**src/rtl/cache_controller.sv**
```systemverilog
`default_nettype none
// ============================================================================
// Module   : cache_controller
// Purpose  : Blocking write-back / write-allocate controller for a direct-mapped
//            cache array, with block-wide req/ready main-memory handshake.
// Options  : CACHE_CTRL_STATS_EN adds stat_hits / stat_misses counters.
// Revision : 1.0 - initial release
// ============================================================================
module cache_controller #(
  parameter int ADDR_WIDTH   = 28,
  parameter int DATA_WIDTH   = 32,
  parameter int BLOCK_SIZE   = 256,
  parameter int OFFSET_WIDTH = 3,
  parameter int INDEX_WIDTH  = 11,
  parameter int TAG_WIDTH    = 14
) (
  input  logic                  clk,
  input  logic                  rst,
  input  logic                  cpu_req,
  input  logic                  cpu_we,
  input  logic [ADDR_WIDTH-1:0] cpu_addr,
  input  logic [DATA_WIDTH-1:0] cpu_wdata,
  output logic [DATA_WIDTH-1:0] cpu_rdata,
  output logic                  cpu_ready,
  output logic [ADDR_WIDTH-1:0] cache_addr,
  output logic [BLOCK_SIZE-1:0] cache_data_write,
  output logic                  cache_dirty_write,
  output logic                  cache_write_en,
  input  logic [BLOCK_SIZE-1:0] cache_data_read,
  input  logic                  cache_dirty_read,
  input  logic                  cache_hit,
  input  logic [TAG_WIDTH-1:0]  cache_replace_tag,
  output logic                  mem_req,
  output logic                  mem_we,
  output logic [ADDR_WIDTH-1:0] mem_addr,
  output logic [BLOCK_SIZE-1:0] mem_wdata,
  input  logic [BLOCK_SIZE-1:0] mem_rdata,
  input  logic                  mem_ready
`ifdef CACHE_CTRL_STATS_EN
  ,
  output logic [15:0]           stat_hits,
  output logic [15:0]           stat_misses
`endif
);

  typedef enum logic [2:0] {
    S_IDLE      = 3'd0,
    S_LOOKUP    = 3'd1,
    S_WRITEBACK = 3'd2,
    S_FILL      = 3'd3,
    S_ALLOC     = 3'd4
  } state_t;

  state_t                  r_state;
  state_t                  w_next;
  logic [ADDR_WIDTH-1:0]   r_addr;
  logic                    r_we;
  logic [DATA_WIDTH-1:0]   r_wdata;
  logic [BLOCK_SIZE-1:0]   r_victim;
  logic [ADDR_WIDTH-1:0]   r_wb_addr;
  logic [BLOCK_SIZE-1:0]   r_fill;
  logic [OFFSET_WIDTH-1:0] w_off;
  logic [BLOCK_SIZE-1:0]   w_hit_line;
  logic [BLOCK_SIZE-1:0]   w_alloc_line;
  logic [ADDR_WIDTH-1:0]   w_fill_addr;

  assign cache_addr  = r_addr;
  assign mem_wdata   = r_victim;
  assign w_off       = r_addr[OFFSET_WIDTH-1:0];
  assign w_fill_addr = {r_addr[ADDR_WIDTH-1:OFFSET_WIDTH], {OFFSET_WIDTH{1'b0}}};

  // Store-merged versions of the resident line and of the freshly filled line
  always_comb begin
    w_hit_line   = cache_data_read;
    w_hit_line[w_off*DATA_WIDTH +: DATA_WIDTH] = r_wdata;
    w_alloc_line = r_fill;
    if (r_we) begin
      w_alloc_line[w_off*DATA_WIDTH +: DATA_WIDTH] = r_wdata;
    end
  end

  always_ff @(posedge clk or posedge rst) begin
    if (rst) begin
      r_state   <= S_IDLE;
      r_addr    <= '0;
      r_we      <= 1'b0;
      r_wdata   <= '0;
      r_victim  <= '0;
      r_wb_addr <= '0;
      r_fill    <= '0;
    end else begin
      r_state <= w_next;
      if (r_state == S_IDLE && cpu_req) begin
        r_addr  <= cpu_addr;
        r_we    <= cpu_we;
        r_wdata <= cpu_wdata;
      end
      if (r_state == S_LOOKUP && !cache_hit && cache_dirty_read) begin
        r_victim  <= cache_data_read;
        r_wb_addr <= {cache_replace_tag, r_addr[OFFSET_WIDTH +: INDEX_WIDTH], {OFFSET_WIDTH{1'b0}}};
      end
      if (r_state == S_FILL && mem_ready) begin
        r_fill <= mem_rdata;
      end
    end
  end

  always_comb begin
    w_next            = r_state;
    cpu_rdata         = '0;
    cpu_ready         = 1'b0;
    cache_data_write  = '0;
    cache_dirty_write = 1'b0;
    cache_write_en    = 1'b0;
    mem_req           = 1'b0;
    mem_we            = 1'b0;
    mem_addr          = '0;
    case (r_state)
      S_IDLE: begin
        if (cpu_req) w_next = S_LOOKUP;
      end
      S_LOOKUP: begin
        if (cache_hit) begin
          cpu_ready = 1'b1;
          w_next    = S_IDLE;
          if (r_we) begin
            cache_write_en    = 1'b1;
            cache_data_write  = w_hit_line;
            cache_dirty_write = 1'b1;
          end else begin
            cpu_rdata = cache_data_read[w_off*DATA_WIDTH +: DATA_WIDTH];
          end
        end else if (cache_dirty_read) begin
          w_next = S_WRITEBACK;
        end else begin
          w_next = S_FILL;
        end
      end
      S_WRITEBACK: begin
        mem_req  = 1'b1;
        mem_we   = 1'b1;
        mem_addr = r_wb_addr;
        if (mem_ready) w_next = S_FILL;
      end
      S_FILL: begin
        mem_req  = 1'b1;
        mem_addr = w_fill_addr;
        if (mem_ready) w_next = S_ALLOC;
      end
      S_ALLOC: begin
        cache_write_en    = 1'b1;
        cache_data_write  = w_alloc_line;
        cache_dirty_write = r_we;
        cpu_rdata         = r_fill[w_off*DATA_WIDTH +: DATA_WIDTH];
        cpu_ready         = 1'b1;
        w_next            = S_IDLE;
      end
      default: w_next = S_IDLE;
    endcase
  end

`ifdef CACHE_CTRL_STATS_EN
  // One count per LOOKUP outcome; counters wrap naturally
  always_ff @(posedge clk or posedge rst) begin
    if (rst) begin
      stat_hits   <= '0;
      stat_misses <= '0;
    end else if (r_state == S_LOOKUP) begin
      if (cache_hit) stat_hits <= stat_hits + 16'd1;
      else           stat_misses <= stat_misses + 16'd1;
    end
  end
`endif

endmodule
`default_nettype wire

```
**config.mk**
```make
export PLATFORM = sky130hd
export DESIGN_NAME = cache_controller
export DESIGN_NICKNAME = d
export VERILOG_FILES = /design/src/rtl/cache_controller.sv
export SDC_FILE = /design/constraint.sdc
export NUM_CORES = 2
export LEC_CHECK = 0
export ABC_AREA = 1
export CAP_MARGIN = 15
export CORE_AREA = 2 2 470 472
export DETAILED_ROUTE_END_ITERATION = 16
export DIE_AREA = 0 0 472 474
export HOLD_SLACK_MARGIN = 0.15
export MAX_ROUTING_LAYER = met4
export PLACE_DENSITY = 0.33
export SYNTH_ARGS = -nofsm -noshare
export SYNTH_HDL_FRONTEND = slang
export SYNTH_SLANG_ARGS = --single-unit
```
**constraint.sdc**
```tcl
create_clock -name clk -period 44.2 [get_ports clk]
set_input_delay 13.26 -clock clk [delete_from_list [all_inputs] [get_ports clk]]
set_output_delay 13.26 -clock clk [all_outputs]
set_load 0.01 [all_outputs]
```
==> metrics.md <==
| Metric | Value |
|---|---|
| Die height | `474 um` |
| DRT Wirelength | `365000 um` |
| Initial antenna violation count | `135` |
| Area Growth Syn to Fin | `51.6%` |
| Power Density | `82.8 nW/um^2` |
| Post-route DRC violation count | `0` |
| Asr flop ratio synth | `100%` |
| Clock sinks | `601` |
| Global route overflow | `0` |
| Area after DPL | `51400 sq um` |
| Post-route cell area | `54600 sq um` |
| Maximum vdd drop | `43.0 uV` |
| CTS Buf Count | `89` |
| Synth Instances | `5206` |
| Pleak | `24.2 nW` |
| WP data required | `30940 ps` |
| Maximum root-to-sink buffer count | `3` |
| Multi-input logic area | `17900 sq um` |
| Critical path peak fanout | `62` |
| CP Capture Type | `output pin` |
| RSZ-0062 raised after global routing | `no` |
| First-pass detailed-route iteration total | `8` |
| DRT antenna net count | `0` |
| Power Total | `4.52 mW` |
| Synth Cell Area | `36000 sq um` |
| Synth Register Bits | `601` |
| Max Freq | `0.0329 GHz` |
| Final-report setup violation count | `0` |
| Max_cap viols | `0` |
| Setup_tns | `0 ps` |
| Clk Latency, worst-skew pair | `760 ps` |
| Ports | `1198` |
| Top post-synthesis cells by count | `nand2_1, o21ai_0, dfrtp_1, inv_1, nand3_1` |
| Die span in x | `472 um` |
| Port Buffers | `1194` |
| Slew @ Worst Pin | `1200 ps` |
| Status | `finished, final reports clean` |
| CP startpoint | `cache_hit` |
| Slew Viols, Final | `0` |
| Register area share after synthesis | `41.8%` |
| Vias in the first global route | `42900` |
| Layout cell share with drive strength beyond 1 | `7.48%` |
| Tmin final | `30400 ps` |
| Critical path arrival | `17140 ps` |
| WS Path Type | `in -> out` |
| Post-CTS Resized | `0` |
| Post-synth EDFFs | `0` |
| Yosys warns | `0` |
| R2R Path Start | `r_state[2]$_DFFE_PP0P_` |
| Seq. cell area | `15000 sq um` |
| Die area | `224000 sq um` |
| Hold Path Origin | `mem_wdata[161]$_DFFE_PP0P_` |
| # rows | `172` |
| Post-Route Skew | `43.4 ps` |
| Ranking of synthesized cells by area | `dfrtp_1, nand2_1, o21ai_0, inv_1, nand3_1` |
| Max_slew headroom | `18.9%` |
| Starting Density | `16.5%` |
| Final worst path period share | `68.8%` |
| # Post-CTS Setup Buffers | `0` |
| CTS tree | `done` |
| Largest net degree at the start of global routing | `168` |
| Drt first-iter violations | `4799` |
| Tot GR Track Use | `32.4%` |
| CTS hold repair buffers | `0` |
| Post-synthesis cell type count | `30` |
| Clk root buf | `clkbuf_16` |
| Via-to-Cell Ratio | `4.77` |
| First-pass GRT wire length | `461000 um` |
| Cell with the most instances after synthesis | `nand2_1` |
| Fillers | `24400` |
| DP HPWL | `293000 um` |
| CP Launch Type | `input port` |
| Yosys top cell area share | `41.8%` |
| Yosys top cell by area | `dfrtp_1` |
| Final-stage net count | `6857` |
| Floorplan Core Area | `219000 sq um` |
| Drt wl/cell | `39.3 um` |
| Vias | `44300` |
| Worst hold path class | `reg -> reg` |
| Syn avg cell area | `6.92 sq um` |
| Final-report hold violation count | `0` |
| Clock transition at path regs | `50 ps` |
| H-tree lvl count | `3` |
| Routability cong. | `0.941` |
| Top FF cell, synth | `dfrtp_1` |
-- worst max-delay path, stage by stage --
cell,delay [ps]
clkdlybuf4s50_1,510
inv_1,110
nor2_4,370
buf_4,800
nand2_1,150
inv_1,230
buf_4,520
nand3_1,140
a21oi_1,260
clkdlybuf4s50_1,720
-- kinds of logic after synthesis --
logic type / synth area share, %
and+or+nand+nor: 25.3
AOI/OAI and AO/OA: 20.4
buffers and inverters: 9.43
DFF: 41.8
muxes: 3.00
adders and majority gates: 0.104
other: 0.0104
-- stage by stage --
stage	util, %	worst slack, ps	instances	hold WS, ps
3_3_place_gp	23.5	13700	9039	465
2_1_floorplan	-	14120	5208	452
3_5_place_dp	23.5	13770	9041	471
6_report	25.0	13800	9277	482
5_1_grt	24.9	13710	9252	501
4_1_cts	24.9	13750	9198	486
-- final cells by class --
class | count | share of cell area [%]
diodes | 79 | 0.362
multi-input cells | 3774 | 32.7
flip-flops and latches | 601 | 27.6
repair buffers | 1355 | 24.2
clock buffers | 125 | 4.62
clock inverters | 32 | 0.864
well taps | 2871 | 6.58
inverters | 440 | 3.07
-- state kept, by name (all words and copies together) (netlist names) --
| signal | count |
|---|---|
| cache_addr | 28 |
| r_we | 1 |
| r_wdata | 32 |
| r_state | 3 |
| r_fill | 256 |
| mem_wdata | 256 |
| r_wb_addr | 25 |
-- metal layers --
metal  GRT usage (%)  wire length [um]  part of all wire, %
met5               -                 0                    0
met4            13.3             17700                  4.9
met3            7.14             29200                  8.0
met2            50.3            164000                   45
met1            40.6            154000                   42
-- layout by cell type (no fill, tap or decap), drive strengths merged, types with 24 or more instances in the layout --
cell | Yosys | final
nor3 | 51 | 51
buf | 216 | 161
dfrtp | 601 | 601
inv | 438 | 440
nor2 | 123 | 123
clkbuf | 177 | 125
diode | 0 | 79
nand2 | 1811 | 1811
a21oi | 284 | 284
mux2 | 96 | 96
o21ai | 959 | 959
clkinv | 2 | 24
clkdlybuf4s50 | 0 | 1194
nand3 | 294 | 294
o211ai | 122 | 122
-- final timing paths --
kind,to,slack (ps),cells past startpoint
setup / recovery,cache_data_write[68],13800,10
hold / removal,mem_wdata[161]$_DFFE_PP0P_,480,2
setup reg to reg,r_fill[191]$_DFFE_PP0P_,39470,11
hold reg to reg,mem_wdata[161]$_DFFE_PP0P_,480,2
max in group asynchronous,mem_wdata[122]$_DFFE_PP0P_,27740,5
min in group asynchronous,mem_wdata[56]$_DFFE_PP0P_,13090,2
-- power by group --
group | total, mW | internal (mW) | leakage, nW | switching [mW]
combinational | 2.73 | 0.806 | 15.4 | 1.93
clock | 0.771 | 0.441 | 1.47 | 0.331
sequential | 1.02 | 0.813 | 7.34 | 0.205
total | 4.52 | 2.06 | 24.2 | 2.46
No activity file was read; power rests on OpenSTA's default activity.
